File: src/rtl/pipeline_ctrl_unit.sv
// Pipeline hazard/stall controller: per-stage enables, flushes, stage-valid bits and a data-memory watchdog.
// Optional saturating performance counters are built when PIPE_PERF_CNT_EN is defined.
module pipeline_ctrl_unit #(
  parameter int MEM_TIMEOUT = 64,
  parameter int CNT_WIDTH   = 32
) (
  input  logic clk,
  input  logic rst,
  input  logic stall_load_i,
  input  logic branch_taken_EX_i,
  input  logic dmem_req_MEM_i,
  input  logic dmem_ready_i,
  output logic pc_en_o,
  output logic if_id_en_o,
  output logic id_ex_en_o,
  output logic ex_mem_en_o,
  output logic mem_wb_en_o,
  output logic if_id_flush_o,
  output logic id_ex_flush_o,
  output logic mem_wb_flush_o,
  output logic valid_ID_o,
  output logic valid_EX_o,
  output logic valid_MEM_o,
  output logic valid_WB_o,
  output logic fault_o
`ifdef PIPE_PERF_CNT_EN
  ,
  output logic [CNT_WIDTH-1:0] perf_stall_load_o,
  output logic [CNT_WIDTH-1:0] perf_mem_wait_o,
  output logic [CNT_WIDTH-1:0] perf_flush_o
`endif
);
  localparam int WW = (MEM_TIMEOUT > 1) ? $clog2(MEM_TIMEOUT) : 1;
  localparam logic [WW-1:0] WAIT_MAX = WW'(MEM_TIMEOUT - 1);

  typedef enum logic [1:0] {RUN, MEM_WAIT, FAULT} state_e;

  state_e        state_q, state_d;
  logic [WW-1:0] wait_cnt_q, wait_cnt_d;
  logic          vld_id_q, vld_ex_q, vld_mem_q, vld_wb_q;
  logic          mem_wait, br_apply, ld_apply;

  assign mem_wait    = dmem_req_MEM_i & vld_mem_q & ~dmem_ready_i;
  assign valid_ID_o  = vld_id_q;
  assign valid_EX_o  = vld_ex_q;
  assign valid_MEM_o = vld_mem_q;
  assign valid_WB_o  = vld_wb_q;

  always_comb begin
    pc_en_o        = 1'b1;
    if_id_en_o     = 1'b1;
    id_ex_en_o     = 1'b1;
    ex_mem_en_o    = 1'b1;
    mem_wb_en_o    = 1'b1;
    if_id_flush_o  = 1'b0;
    id_ex_flush_o  = 1'b0;
    mem_wb_flush_o = 1'b0;
    fault_o        = 1'b0;
    br_apply       = 1'b0;
    ld_apply       = 1'b0;
    if (state_q == FAULT) begin
      pc_en_o     = 1'b0;
      if_id_en_o  = 1'b0;
      id_ex_en_o  = 1'b0;
      ex_mem_en_o = 1'b0;
      mem_wb_en_o = 1'b0;
      fault_o     = 1'b1;
    end else if (mem_wait) begin
      // Freeze PC..EX/MEM; branch/load-stall requests stay pending in the frozen stages.
      pc_en_o        = 1'b0;
      if_id_en_o     = 1'b0;
      id_ex_en_o     = 1'b0;
      ex_mem_en_o    = 1'b0;
      mem_wb_flush_o = 1'b1;
    end else if (branch_taken_EX_i & vld_ex_q) begin
      if_id_flush_o = 1'b1;
      id_ex_flush_o = 1'b1;
      br_apply      = 1'b1;
    end else if (stall_load_i & vld_id_q) begin
      pc_en_o       = 1'b0;
      if_id_en_o    = 1'b0;
      id_ex_flush_o = 1'b1;
      ld_apply      = 1'b1;
    end
  end

  always_comb begin
    state_d    = state_q;
    wait_cnt_d = wait_cnt_q;
    case (state_q)
      RUN: begin
        if (mem_wait) begin
          state_d    = MEM_WAIT;
          wait_cnt_d = wait_cnt_q + 1'b1;
        end else begin
          wait_cnt_d = '0;
        end
      end
      MEM_WAIT: begin
        if (!mem_wait) begin
          state_d    = RUN;
          wait_cnt_d = '0;
        end else if (wait_cnt_q == WAIT_MAX) begin
          state_d = FAULT;
        end else begin
          wait_cnt_d = wait_cnt_q + 1'b1;
        end
      end
      default: state_d = FAULT;
    endcase
  end

  always_ff @(posedge clk) begin
    if (rst) begin
      state_q    <= RUN;
      wait_cnt_q <= '0;
      vld_id_q   <= 1'b0;
      vld_ex_q   <= 1'b0;
      vld_mem_q  <= 1'b0;
      vld_wb_q   <= 1'b0;
    end else begin
      state_q    <= state_d;
      wait_cnt_q <= wait_cnt_d;
      if (if_id_en_o)  vld_id_q  <= ~if_id_flush_o;
      if (id_ex_en_o)  vld_ex_q  <= vld_id_q & ~id_ex_flush_o;
      if (ex_mem_en_o) vld_mem_q <= vld_ex_q;
      if (mem_wb_en_o) vld_wb_q  <= vld_mem_q & ~mem_wb_flush_o;
    end
  end

`ifdef PIPE_PERF_CNT_EN
  logic [CNT_WIDTH-1:0] pst_q, pmw_q, pfl_q;
  logic                 run_ok;

  assign run_ok            = (state_q != FAULT);
  assign perf_stall_load_o = pst_q;
  assign perf_mem_wait_o   = pmw_q;
  assign perf_flush_o      = pfl_q;

  // Saturating counters, frozen while faulted.
  always_ff @(posedge clk) begin
    if (rst) begin
      pst_q <= '0;
      pmw_q <= '0;
      pfl_q <= '0;
    end else if (run_ok) begin
      if (ld_apply && pst_q != '1) pst_q <= pst_q + 1'b1;
      if (mem_wait && pmw_q != '1) pmw_q <= pmw_q + 1'b1;
      if (br_apply && pfl_q != '1) pfl_q <= pfl_q + 1'b1;
    end
  end
`endif
endmodule
File: config.mk
export PLATFORM = sky130hd
export DESIGN_NAME = pipeline_ctrl_unit
export DESIGN_NICKNAME = d
export VERILOG_FILES = /design/src/rtl/pipeline_ctrl_unit.sv
export SDC_FILE = /design/constraint.sdc
export NUM_CORES = 1
export LEC_CHECK = 0
export BUFFER_PORTS_ARGS = -buffer_cell sky130_fd_sc_hd__buf_2
export CAP_MARGIN = 30
export CORE_AREA = 2 2 39 41
export CTS_CLUSTER_DIAMETER = 50
export DETAILED_ROUTE_END_ITERATION = 8
export DIE_AREA = 0 0 41 43
export GPL_TIMING_DRIVEN = 0
export PLACE_DENSITY = 0.74
export SETUP_SLACK_MARGIN = 0.1
export SKIP_CTS_REPAIR_TIMING = 1
export SYNTH_ARGS = -nofsm -noshare
export SYNTH_HDL_FRONTEND = slang
export SYNTH_SLANG_ARGS = --single-unit
File: constraint.sdc
create_clock -name clk -period 4.2 [get_ports clk]
set_input_delay 0.84 -clock clk [delete_from_list [all_inputs] [get_ports clk]]
set_output_delay 0.84 -clock clk [all_outputs]
set_load 0.01 [all_outputs]
# After elaboration in Yosys (flattened, before gate mapping)
# Index checks and enable logic that the tools add are counted.
dict set report totals {
  latchBits 0
  memories 0
  ff_bits 12
  ram_bits 0
  romBits 0
  elab_cells 52
}
dict set report op_classes {
  reduce_logical 4
  add_sub_neg 1
  multipliers 0
  magnitude_cmp 0
  n_div 0
  n_bitwise 10
  shift 0
  mux 25
  n_eq_ne 6
}
# cell count
set ops {}
lappend ops {{two-way mux 6 bit} 3}
lappend ops {{two-way mux 1 bit} 17}
lappend ops {{one-hot mux 6 bit (2 select lines)} 1}
lappend ops {{adder 6 x 1 -> 6 bit (second input constant)} 1}
lappend ops {{bitwise AND 1 bit} 6}
lappend ops {{== test 6 bit (second input constant)} 1}
lappend ops {{two-way mux 2 bit} 3}
lappend ops {{!= test 3 bit (second input constant)} 2}
lappend ops {{inverter 1 bit} 4}
lappend ops {{one-hot mux 2 bit (2 select lines)} 1}
lappend ops {{AND reduction 2 bit} 2}
lappend ops {{== test 2 x 1 -> 1 bit (second input constant)} 1}
lappend ops {{== test 2 bit (second input constant)} 1}
lappend ops {{logical NOT 2 bit} 1}
lappend ops {{!= test 2 bit (second input constant)} 1}
lappend ops {{nonzero test 2 bit} 1}

# Logic depth before layout (Yosys ltp)
dict set report depth {
  word_depth 7
  ltp_mapped 5
}

# Worst setup path after synthesis
# No wires, ideal clock.
dict set report synth_path {
  kind {input -> output}
  start {input port dmem_ready_i}
  end {output port pc_en_o}
  cell_stages 4
  t_arrival_ns 1.651
  slack_ns 1.709
  t_required_ns 3.360
  cell_sequence {nand3b_1 -> nand2_1 -> a31oi_1 -> buf_4}
}
dict set report synth_via {
  elab_chain_len 4
}
# element line
set synth_rtl {}
lappend synth_rtl {{start: declaration} 12} ;# input logic dmem_ready_i,
lappend synth_rtl {{inverter 1 bit} 43} ;# assign mem_wait = dmem_req_MEM_i & vld_mem_q & ~dmem_ready_i;
lappend synth_rtl {{bitwise AND 1 bit} 43}
lappend synth_rtl {{two-way mux 1 bit (2 in series)} -}
lappend synth_rtl {{end: declaration} 13} ;# output logic pc_en_o,
# Every way passes these cells.

# Final worst setup path
dict set report layout_path {
  start {input port dmem_ready_i}
  end {output port id_ex_en_o}
}
dict set report layout_via {
  elab_chain_len 4
}
# element line
set layout_rtl {}
lappend layout_rtl {{inverter 1 bit} 43}
lappend layout_rtl {{bitwise AND 1 bit} 43}
lappend layout_rtl {{two-way mux 1 bit} 68} ;# end else if (mem_wait) begin
lappend layout_rtl {{two-way mux 1 bit} 61} ;# if (state_q == FAULT) begin
lappend layout_rtl {{end: declaration} 15} ;# output logic id_ex_en_o,
# Every way passes these cells.

==> reports/results.ini <==
[grt]
grt_start_max_net_pins=11
antenna_found_initial=0
grt_pass1_vias=531
grt_pass1_wl_um=2040
grt_util_all_layers_pct=17.6
gr-total-overflow=0

[placed_design]
dp_hpwl_um=940
port_buffers=18
globalplace.congestion=0.779
dpl.cell_count=107

[finish]
diodes=0
layout.nets=103
fill_cells=138
final_cells=110
drive_gt1_share_pct=28.7
area_delta_synth_final_pct=22.4

[sta]
holdWs_ns=0.452
worst_pin_slew_ns=0.443
slew_headroom_pct=70.5
min_period_ns=2.67
rsz0062_at_grt=false
final_hold_viol_count=0
fmaxAchievable_mhz=374
finalCritPeriodShare_pct=63.6
setup_viol=0
finClkSkew_ns=0.00257
tns_ns=0
slew_viol_final=0

[setup_path]
cp.arrival_ns=1.83
cp_common_cell=buf_2
startpoint_type=input pin
cp.depth=6
cpMaxStageDelayCell=nand3b_1
crit_path_max_incr_delay_ns=0.26
critPathTopFamily=buffers and inverters
cp-end-kind=output port
path_buf_inv=4
path_max_fanout=6
worstRegToRegCells=5
crit_required_ns=3.36
critical_path_class=in -> out
worstPathCellList=buf_2 > nand3b_1 > nand2_1 > inv_1 > buf_4 > buf_2

[synthesis]
syn_nets=80
yosys_register_bits=12
syn_inst=73
synth.distinct_cells=27
yosys_warnings=0
synth_compound_gate_area_share_pct=18.8
synth_top_family_by_area=simple AND/OR/NAND/NOR gates
synth_simple_gate_area_share_pct=31.2
yosysSeqAreaShare_pct=40.5
synthAdderAreaFrac_pct=2.11
synthMuxAreaShare_pct=1.69
syn-cell-area_um2=593
synth-xor-area-share_pct=0
avgSynthCellArea_um2=8.12

[die]
pin_count=19
start_util_pct=42.9
num_rows=14
die_y_um=43
core_um2=1380
die_x_um=41
dieArea_um2=1760

[hold_path]
hp-class=reg -> reg
hold_path_depth=2

[cts]
clock_latency_ns=0.28
root_buffer=clkbuf_4
cts.sinks=12
cts_buffers=3
cts_tree=built
clk_path_buf_depth=2
clkSlewWorstSetupHoldPaths_ns=0.07
cts.htree.levels=1

[outcome]
outcome=finished clean

[pwr]
p_per_area_nw_per_um2=282
p_leak_nw=0.288
ir_drop_uv=127

[route]
wl_per_cell_um=11.2
first_pass_iters=4
drc_errors=0
first_iter_violations=14
vias=612
wl_um=1230
ant_nets=0
viasPerCell=5.56

[job]
cap_violations=0

[layout by cell type, fill, tap and decap left out, types with 2 or more instances in the layout]
cell / instances
buf_4: 2
nor2_1: 7
nand2_1: 13
clkbuf_4: 3
o311ai_0: 2
or4_1: 2
buf_2: 18
inv_1: 4
dfxtp_1: 12
a31oi_1: 4
nor3_1: 3
nand3_1: 3
a21oi_1: 5
[state kept, by name, indices dropped and copies added (netlist names)]
name	flops
wait_cnt_q	6
valid_WB_o	1
valid_ID_o	1
valid_MEM_o	1
valid_EX_o	1
state_q	2
[synthesized netlist by cell type]
| library cell | instances | area (um^2) |
|---|---|---|
| a21oi_1 | 5 | 25.0 |
| a22oi_1 | 1 | 7.51 |
| a311oi_2 | 1 | 15.0 |
| a31oi_1 | 4 | 25.0 |
| a41oi_1 | 1 | 8.76 |
| and3b_2 | 1 | 10.0 |
| and4_2 | 1 | 10.0 |
| buf_4 | 2 | 15.0 |
| clkbuf_1 | 1 | 3.75 |
| dfxtp_1 | 12 | 240 |
| ha_1 | 1 | 12.5 |
| inv_1 | 4 | 15.0 |
| mux2i_1 | 1 | 10.0 |
| nand2_1 | 13 | 48.8 |
| nand2b_1 | 1 | 6.26 |
| nand3_1 | 3 | 15.0 |
| nand3_2 | 1 | 10.0 |
| nand3b_1 | 1 | 7.51 |
| nand4_1 | 1 | 6.26 |
| nand4b_1 | 1 | 8.76 |
| nor2_1 | 7 | 26.3 |
| nor2b_1 | 1 | 6.26 |
| nor3_1 | 3 | 15.0 |
| o21ai_0 | 1 | 5.00 |
| o311ai_0 | 2 | 17.5 |
| o31ai_1 | 1 | 7.51 |
| or4_1 | 2 | 15.0 |
[worst reg2reg max path, cell delays in order (launching register included)]
cell	delay, ns
dfxtp_1	0.34
ha_1	0.25
and4_2	0.27
a311oi_2	0.36
nand3_1	0.12
a31oi_1	0.15
[cells by family (layout without fill, tap and decap cells)]
family	count (synthesis)	count (layout)
multiplexers	1	1
flip-flops	12	12
AO/OA/AOI/OAI	16	16
AND/OR/NAND/NOR	36	36
adder cells (fa/ha/maj)	1	1
buffers and inverters	7	28
[area by class of cell]
type	count	area [um^2]	share of cell area [%]
multi-input combinational	54	319	44.0
sequential	12	240	33.1
timing repair buffer	18	90.1	12.4
clock buffer	3	22.5	3.10
tap	16	20.0	2.76
buffer	3	18.8	2.59
inverter	4	15.0	2.07
[per-stage QoR]
| stage | setup slack, ns | util, % | total power [mW] | instance area, um^2 |
|---|---|---|---|---|
| 2_1_floorplan | 1.71 | - | 0.128 | 593 |
| 3_3_place_gp | 1.52 | 50.8 | 0.136 | 703 |
| 3_5_place_dp | 1.52 | 50.8 | 0.136 | 703 |
| 4_1_cts | 1.52 | 52.4 | 0.206 | 726 |
| 5_1_grt | 1.44 | 52.4 | 0.215 | 726 |
| 6_report | 1.53 | 52.4 | 0.205 | 726 |
[metal layers]
metal  part of all wire (%)  vias to the layer above  track usage, %
li1                       -                      308               -
met5                      0                        -               0
met3                    5.3                        5            6.28
met2                     47                       16            26.6
met4                    3.7                        0            14.0
met1                     44                      283            18.4
[worst paths after layout]
| check | from | endpoint | slack (ns) |
|---|---|---|---|
| worst min-delay path | valid_WB_o | valid_WB_o | 0.45 |
| worst max register to register | wait_cnt_q[0] | wait_cnt_q[2] | 2.64 |
| worst max-delay path | dmem_ready_i | id_ex_en_o | 1.53 |
| worst min register to register | valid_WB_o | valid_WB_o | 0.45 |
[power by group]
group          leakage [nW]  switching (mW)  internal (mW)
Combinational         0.177         0.00871        0.00786
Sequential           0.0973         0.00159          0.115
Clock                0.0138          0.0379         0.0333
Total                 0.288          0.0482          0.157
Note: power is estimated with default switching activity, not from simulation.
